## src/rtl/logic_eval_arbiter_pkg.sv

```systemverilog
// Shared definitions for the logic evaluator arbiter: FSM encoding and a
// constant ceiling-log2 helper used to size index and counter fields.
package logic_eval_arbiter_pkg;

   localparam logic [1:0] ST_IDLE  = 2'd0;
   localparam logic [1:0] ST_DRIVE = 2'd1;
   localparam logic [1:0] ST_RESP  = 2'd2;

   function automatic int clog2(input int value);
      int result;
      result = 0;
      for (int i = 0; i < 31; i++) begin
         if ((1 << i) < value) begin
            result = i + 1;
         end
      end
      return result;
   endfunction

endpackage

```

## src/rtl/logic_eval_arbiter_rr_arbiter.sv

```systemverilog
// Combinational round-robin picker: one-hot grant of the first request
// strictly above last_grant, wrapping around to the lowest index.
module rr_arbiter
   import logic_eval_arbiter_pkg::*;
#(
   parameter  int NREQ = 4,
   localparam int IDW  = clog2(NREQ)
) (
   input  logic [NREQ-1:0] req_i,
   input  logic [IDW-1:0]  last_grant_i,
   output logic [NREQ-1:0] grant_o
);

   logic [IDW:0]      shamt_s;
   logic [NREQ-1:0]   upper_s;
   logic [NREQ-1:0]   src_s;

   // Mask off everything at or below last_grant; fall back to the full set on wrap.
   always_comb begin
      shamt_s = {1'b0, last_grant_i} + {{IDW{1'b0}}, 1'b1};
      upper_s = req_i & ({NREQ{1'b1}} << shamt_s);
      src_s   = (|upper_s) ? upper_s : req_i;
      grant_o = src_s & (~src_s + {{(NREQ-1){1'b0}}, 1'b1});
   end

endmodule

```

## src/rtl/logic_eval_arbiter.sv

```systemverilog
// Time-shares one combinational evaluator among NREQ requesters: grant, drive
// the vector for SETTLE cycles, sample the result and return it tagged.
module logic_eval_arbiter
   import logic_eval_arbiter_pkg::*;
#(
   parameter  int NREQ   = 4,
   parameter  int WIDTH  = 6,
   parameter  int SETTLE = 1,
   parameter  int CNTW   = 16,
   localparam int IDW    = clog2(NREQ),
   localparam int SW     = (SETTLE > 1) ? clog2(SETTLE) : 1
) (
   input  logic                    clk_i,
   input  logic                    rst_ni,
   input  logic [NREQ-1:0]         req_valid_i,
   input  logic [NREQ*WIDTH-1:0]   req_data_i,
   output logic [NREQ-1:0]         req_ready_o,
   output logic [WIDTH-1:0]        eval_x_o,
   input  logic                    eval_out_i,
   output logic                    rsp_valid_o,
   output logic [IDW-1:0]          rsp_id_o,
   output logic                    rsp_bit_o,
   output logic                    busy_o,
   output logic [CNTW-1:0]         txn_count_o
);

   logic [1:0]       state_q, state_d;
   logic [IDW-1:0]   last_grant_q, last_grant_d;
   logic [IDW-1:0]   cur_id_q, cur_id_d;
   logic [SW-1:0]    settle_cnt_q, settle_cnt_d;
   logic [WIDTH-1:0] eval_x_q, eval_x_d;
   logic             rsp_valid_q, rsp_valid_d;
   logic [IDW-1:0]   rsp_id_q, rsp_id_d;
   logic             rsp_bit_q, rsp_bit_d;
   logic [CNTW-1:0]  txn_count_q, txn_count_d;

   logic [NREQ-1:0]  grant_s;
   logic [IDW-1:0]   grant_idx_s;

   rr_arbiter #(.NREQ(NREQ)) u_rr (
      .req_i        (req_valid_i),
      .last_grant_i (last_grant_q),
      .grant_o      (grant_s)
   );

   // Encode the one-hot grant into a requester index.
   always_comb begin
      grant_idx_s = '0;
      for (int i = 0; i < NREQ; i++) begin
         grant_idx_s = grant_idx_s | (grant_s[i] ? IDW'(i) : '0);
      end
   end

   assign req_ready_o = (state_q == ST_IDLE) ? grant_s : '0;

   // Next-state logic for the accept / settle / respond sequence.
   always_comb begin
      state_d      = state_q;
      last_grant_d = last_grant_q;
      cur_id_d     = cur_id_q;
      settle_cnt_d = settle_cnt_q;
      eval_x_d     = eval_x_q;
      rsp_valid_d  = 1'b0;
      rsp_id_d     = rsp_id_q;
      rsp_bit_d    = rsp_bit_q;
      txn_count_d  = txn_count_q;
      case (state_q)
         ST_IDLE: begin
            if (|grant_s) begin
               eval_x_d     = req_data_i[grant_idx_s*WIDTH +: WIDTH];
               cur_id_d     = grant_idx_s;
               last_grant_d = grant_idx_s;
               settle_cnt_d = SW'(SETTLE - 1);
               state_d      = ST_DRIVE;
            end else begin
               state_d      = ST_IDLE;
            end
         end
         ST_DRIVE: begin
            if (settle_cnt_q == '0) begin
               rsp_bit_d   = eval_out_i;
               rsp_id_d    = cur_id_q;
               rsp_valid_d = 1'b1;
               txn_count_d = txn_count_q + CNTW'(1);
               state_d     = ST_RESP;
            end else begin
               settle_cnt_d = settle_cnt_q - SW'(1);
            end
         end
         ST_RESP: begin
            state_d = ST_IDLE;
         end
         default: begin
            state_d = ST_IDLE;
         end
      endcase
   end

   // State and output registers; last_grant resets to the top index so requester 0 wins first.
   always_ff @(posedge clk_i or negedge rst_ni) begin
      if (!rst_ni) begin
         state_q      <= ST_IDLE;
         last_grant_q <= IDW'(NREQ - 1);
         cur_id_q     <= '0;
         settle_cnt_q <= '0;
         eval_x_q     <= '0;
         rsp_valid_q  <= 1'b0;
         rsp_id_q     <= '0;
         rsp_bit_q    <= 1'b0;
         txn_count_q  <= '0;
      end else begin
         state_q      <= state_d;
         last_grant_q <= last_grant_d;
         cur_id_q     <= cur_id_d;
         settle_cnt_q <= settle_cnt_d;
         eval_x_q     <= eval_x_d;
         rsp_valid_q  <= rsp_valid_d;
         rsp_id_q     <= rsp_id_d;
         rsp_bit_q    <= rsp_bit_d;
         txn_count_q  <= txn_count_d;
      end
   end

   assign eval_x_o    = eval_x_q;
   assign rsp_valid_o = rsp_valid_q;
   assign rsp_id_o    = rsp_id_q;
   assign rsp_bit_o   = rsp_bit_q;
   assign busy_o      = (state_q != ST_IDLE);
   assign txn_count_o = txn_count_q;

endmodule

```

## config.mk

```make
export PLATFORM = sky130hd
export DESIGN_NAME = logic_eval_arbiter
export DESIGN_NICKNAME = d
export VERILOG_FILES = /design/src/rtl/logic_eval_arbiter_pkg.sv /design/src/rtl/logic_eval_arbiter_rr_arbiter.sv /design/src/rtl/logic_eval_arbiter.sv
export SDC_FILE = /design/constraint.sdc
export NUM_CORES = 1
export LEC_CHECK = 0
export ABC_AREA = 1
export CORE_MARGIN = 2
export CORE_UTILIZATION = 46
export DETAILED_ROUTE_END_ITERATION = 16
export GPL_TIMING_DRIVEN = 0
export PLACE_DENSITY = 0.8
export REMOVE_ABC_BUFFERS = 1
export SYNTH_ARGS = -nofsm -noshare
export SYNTH_HDL_FRONTEND = slang
export SYNTH_SLANG_ARGS = --single-unit
```

## constraint.sdc

```tcl
create_clock -name clk_i -period 4.4 [get_ports clk_i]
set_input_delay 0.66 -clock clk_i [delete_from_list [all_inputs] [get_ports clk_i]]
set_output_delay 0.66 -clock clk_i [all_outputs]
set_load 0.03 [all_outputs]
```

Word-level counts from Yosys, hierarchy flattened

Index checks and enable logic that the tools add are counted.

Register bits after elaboration: 33
Input port bits: 31
Output and inout port bits: 31
Logic and storage cells: 46

$add $sub $neg: 4
$mul: 1
Equal/unequal tests: 3
Shift-type cells: 2
Muxes and demuxes: 13
Bitwise gates (word level): 6
Reduce and logical (&&, ||, !) cells: 8

Operator list:

| cell                                                               | number |
|---|---|
| 24-bit by 6-bit variable part select with 6-bit output             | 1 |
| 16-bit by 1-bit adder with 16-bit output, second input constant    | 1 |
| 4-bit bitwise AND                                                  | 2 |
| 4-bit two-way mux                                                  | 2 |
| 4-bit OR reduction                                                 | 2 |
| 1-bit two-way mux                                                  | 6 |
| 2-bit two-way mux                                                  | 3 |
| 2-bit AND reduction                                                | 3 |
| 4-bit by 1-bit adder with 4-bit output, second input constant      | 1 |
| 2-bit by 2-bit multiplier with 4-bit output, second input constant | 1 |
| 4-bit NOT                                                          | 1 |
| 2-bit case mux with 2 select lines                                 | 1 |
| 2-bit nonzero test                                                 | 2 |
| 4-bit by 3-bit left shift with 4-bit output, first input constant  | 1 |
| 2-bit by 1-bit adder with 3-bit output, second input constant      | 1 |
| 2-bit by 1-bit == test with 1-bit output, second input constant    | 1 |
| 2-bit logical NOT                                                  | 1 |
| 2-bit by 1-bit != test with 1-bit output, second input constant    | 1 |
| 2-bit != test, second input constant                               | 1 |
| 1-bit by 2-bit OR with 2-bit output                                | 1 |
| 2-bit OR                                                           | 1 |
| 1-bit case mux with 2 select lines                                 | 1 |
| 1-bit NOT                                                          | 1 |
| 1-bit subtractor, second input constant                            | 1 |

Depth between registers and ports, before layout

Word-level depth: 13
Mapped depth: 13
Gate-level depth less buffers: 12

Cells and area by module

From an unflattened synthesis, not the netlist that was laid out.

Cell total of the unflattened synthesis: 232
Area total of the unflattened synthesis: 1752.9 µm²

By module, submodules not included:

| module             | times used | cells each | area each (µm²) | seq. area each (µm²) |
|---|---|---|---|---|
| logic_eval_arbiter | 1          | 214        | 1660.3          | 778.2 |
| rr_arbiter         | 1          | 18         | 92.6            | 0.0 |

Worst setup path after synthesis

Ideal clock, no wire load.

Kind: input to output
Start point: in req_valid_i[2]
End point: out req_ready_o[3]
Arrival time: 1.677 ns
Required time: 3.740 ns
Path slack: 2.063 ns
Stages: 7
Buffers on the path: 1
Cell sequence: nand2_2 -> nand3_1 -> nand2_2 -> nor2_2 -> nand3_2 -> buf_2 -> nor2_1

Cells in the longest elaborated chain, start to end: 7

Ends and longest elaborated chain:

| element                                | line                                | text |
|---|---|---|
| start, declared                        | logic_eval_arbiter.sv:15            | `input logic [NREQ-1:0] req_valid_i,` |
| 4-bit bitwise AND                      | logic_eval_arbiter_rr_arbiter.sv:21 | `upper_s = req_i & ({NREQ{1'b1}} << shamt_s);` |
| 4-bit OR reduction                     | logic_eval_arbiter_rr_arbiter.sv:22 | `src_s = (\|upper_s) ? upper_s : req_i;` |
| 4-bit two-way mux (*)                  | logic_eval_arbiter_rr_arbiter.sv:22 |  |
| 4-bit NOT                              | logic_eval_arbiter_rr_arbiter.sv:23 | `grant_o = src_s & (~src_s + {{(NREQ-1){1'b0}}, 1'b1});` |
| 4-bit by 1-bit adder with 4-bit output | logic_eval_arbiter_rr_arbiter.sv:23 |  |
| 4-bit bitwise AND (*)                  | logic_eval_arbiter_rr_arbiter.sv:23 |  |
| 4-bit two-way mux (*)                  | logic_eval_arbiter.sv:54            | `assign req_ready_o = (state_q == ST_IDLE) ? grant_s : '0;` |
| end, declared                          | logic_eval_arbiter.sv:17            | `output logic [NREQ-1:0] req_ready_o,` |

Every way passes the cells marked *; elsewhere a longest branch is shown, timed or not.

Worst setup path in the final report

Start point: in req_valid_i[3]
End point: out req_ready_o[3]

Same word-level chain as after synthesis.

==> impl_metrics.toml <==
[outcome]
status = "finished, final reports clean"

[critical_path]
r2r_cells = 11
arrival_ns = 2.71
worst_ep_required_time_ns = 3.74
path_buf_inv = 2
crit_end = "req_ready_o[3]"
crit_chain = "clkdlybuf4s50_1 > nand2_2 > nand3_1 > nand2_2 > nor2_2 > nand3_2 > nor2_1 > clkdlybuf4s50_1"
cp_top_family = "buffers and inverters"
cp_num_cells = 8
slowest_stage = "clkdlybuf4s50_1"
worstSetupPathType = "primary input to primary output"
end_kind = "primary output"
r2r_slack_ns = 2.41
reg2reg_from = "last_grant_q[1]"
start_kind = "primary input"
startpoint = "req_valid_i[3]"
cpPeakStageDelay_ns = 0.69
rr_endpoint = "eval_x_o[1]"
cp_max_fo = 14

[die]
pin_count = 62
initial_utilization_pct = 47.7
die_height_um = 65.4
die_area_um2 = 4270
num_rows = 22
fp.dieW_um = 65.4
core_area_um2 = 3630

[sta]
worst_slack_ns = 1.03
rsz0062_at_grt = "false"
max_freq_ghz = 0.297
tns_ns = 0
finalCriticalPeriod_ns = 3.37
relSlewSlack_pct = 57.2
finalClockSkew_ns = 0.00185
finalCritPeriodShare_pct = 76.5
worstMarginPinSlew_ns = 0.641
setup_viol = 0
hold_viol_final = 0
slew_viol_final = 0

[finish]
nNetsFinal = 314
stdcell_count = 331
fillers = 316
antenna_cells = 0
layout-drive-gt1-share_pct = 11.3
area_delta_synth_final_pct = 42.3

[synth]
netlist_instances = 218
synth_edf_count = 0
syn_avg_cell_area_um2 = 7.94
synth.most_common_cell = "nand2_1"
ys_ff_latch = 31
synth_flop_cell = "dfrtp_1"
synthTopCellsByArea = "dfrtp_1 (42%), nand2_1 (14%), inv_1 (8.5%)"
syn_area_um2 = 1730
synthTopCellsByCount = "nand2_1 (64), inv_1 (39), dfrtp_1 (29)"
ys_seq_area_share_pct = 44.9
yosysTopAreaCell = "dfrtp_1"
yosysUniqueCellTypes = 25
synth_top_area_share_pct = 41.9
synthArstFlopShare_pct = 100
yosysWarnings = 0

[cts]
path_clk_slew_ns = 0.06
cts.repair.resized = 0
cts_buffers = 5
cts_max_path_buffers = 2
hold_buffers = 0
cts.sinks = 31
cts_tree = "done"
htree_levels = 2
cts_root_buf = "clkbuf_8"
cts_setup_buffers = 0
clk_latency_ns = 0.28

[placement]
routabilityCongestion = 0.726
place_ws_ns = 1.06
io_buffer_count = 61
dp_cells = 323
dp_hpwl_mm = 2.58

[grt]
grt_max_degree = 32
grt_first_pass_wirelength_mm = 6.07
grt_usage_pct = 18.5
grt_overflow_total = 0
antenna_found_initial = 0
grt_pass1_vias = 1431

[pwr]
totalPowerFinal_mw = 1.52
p_leak_nw = 1.24
ir_drop_mv = 0.396
power_density_nw_per_um2 = 616

[detailed_routing]
wl_mm = 3.36
routed_via_density = 4.55
drc = 0
vias = 1506
routedWlPerCell_um = 10.1
detail-route-antenna-nets = 0
drt_iter0_drc = 42
firstDrtPassIters = 4

[min_path]
hp-class = "primary input to async pin"

[run]
cap_viol_max_count = 0
routing by layer:
metal / share of wire, % / vias to the layer above / GRT usage (%)
met5: 0 / - / 0
met4: 1.6 / 0 / 7.03
met3: 8.7 / 6 / 6.68
met2: 45 / 62 / 30.2
met1: 45 / 648 / 22.4
li1: - / 790 / -
cell usage in the layout, fill, tap and decap left out:
master / netlist / routed
nand2_4: 1 / 1
ha_1: 1 / 1
clkdlybuf4s50_1: 0 / 60
clkbuf_8: 0 / 7
inv_2: 1 / 1
buf_2: 2 / 1
nand3_2: 4 / 4
nor2_1: 9 / 9
xor2_1: 10 / 10
nor3_1: 1 / 1
nand4_1: 1 / 1
o21ai_1: 2 / 2
nor2_2: 4 / 4
nand4_2: 1 / 1
o21ai_2: 1 / 1
dfstp_2: 2 / 2
o21ai_0: 3 / 3
nand2_1: 64 / 64
xnor2_1: 5 / 5
nor3_2: 1 / 1
nor2_4: 3 / 3
inv_1: 39 / 39
nor2b_4: 1 / 1
nand3_1: 26 / 26
nand2_2: 5 / 5
clkbuf_1: 0 / 1
dfrtp_1: 29 / 29
final cells by class:
type / count / area (µm²) / share of cell area (%)
clock buffer: 8 / 100 / 4.06
inverter: 40 / 150 / 6.09
multi-input combinational: 143 / 771 / 31.3
sequential: 31 / 778 / 31.6
tap: 48 / 60.1 / 2.44
timing repair buffer: 61 / 606 / 24.6
power breakdown:
part | internal [mW] | total, mW | switching, mW
registers | 0.389 | 0.457 | 0.0684
logic | 0.311 | 0.823 | 0.512
clock network | 0.142 | 0.239 | 0.0968
total | 0.842 | 1.52 | 0.677
per-stage QoR:
step	instance area [µm²]	utilization, %	hold WS [ns]
after floorplan	1700	-	0.364
after CTS	2470	68.0	0.484
final	2460	67.8	0.400
after detailed placement	2370	65.2	0.470
after global placement	2370	65.2	0.459
after global routing	2460	67.8	0.455
logic make-up (layout without fill, tap and decap cells):
family                     count (synthesis)  after routing  share of synthesized area [%]
AOI/OAI and AO/OA                          6              6                           1.95
adders and majority gates                  1              1                          0.722
buffers and inverters                     44            109                           10.5
DFF                                       31             31                           44.9
and+or+nand+nor                          121            121                           34.2
xor gates and xnor gates                  15             15                           7.59
worst min-delay path by stage:
stage	startpoint	to	slack, ns	cells past startpoint
CTS	txn_count_o[15]	txn_count_o[15]	0.48	1
global placement	cur_id_q[0]	rsp_id_o[0]	0.46	2
global route	rst_ni	txn_count_o[2]	0.45	1
finish	rst_ni	txn_count_o[2]	0.40	1
floorplan	rst_ni	cur_id_q[0]	0.36	0
detailed placement	cur_id_q[0]	rsp_id_o[0]	0.47	2
flip-flops by register name, indices dropped and copies added (netlist names):
register,count
cur_id_q,2
eval_x_o,6
last_grant_q,2
rsp_bit_o,1
rsp_id_o,2
rsp_valid_o,1
state_q,1
txn_count_o,16
Note: power is estimated with default switching activity, not from simulation.
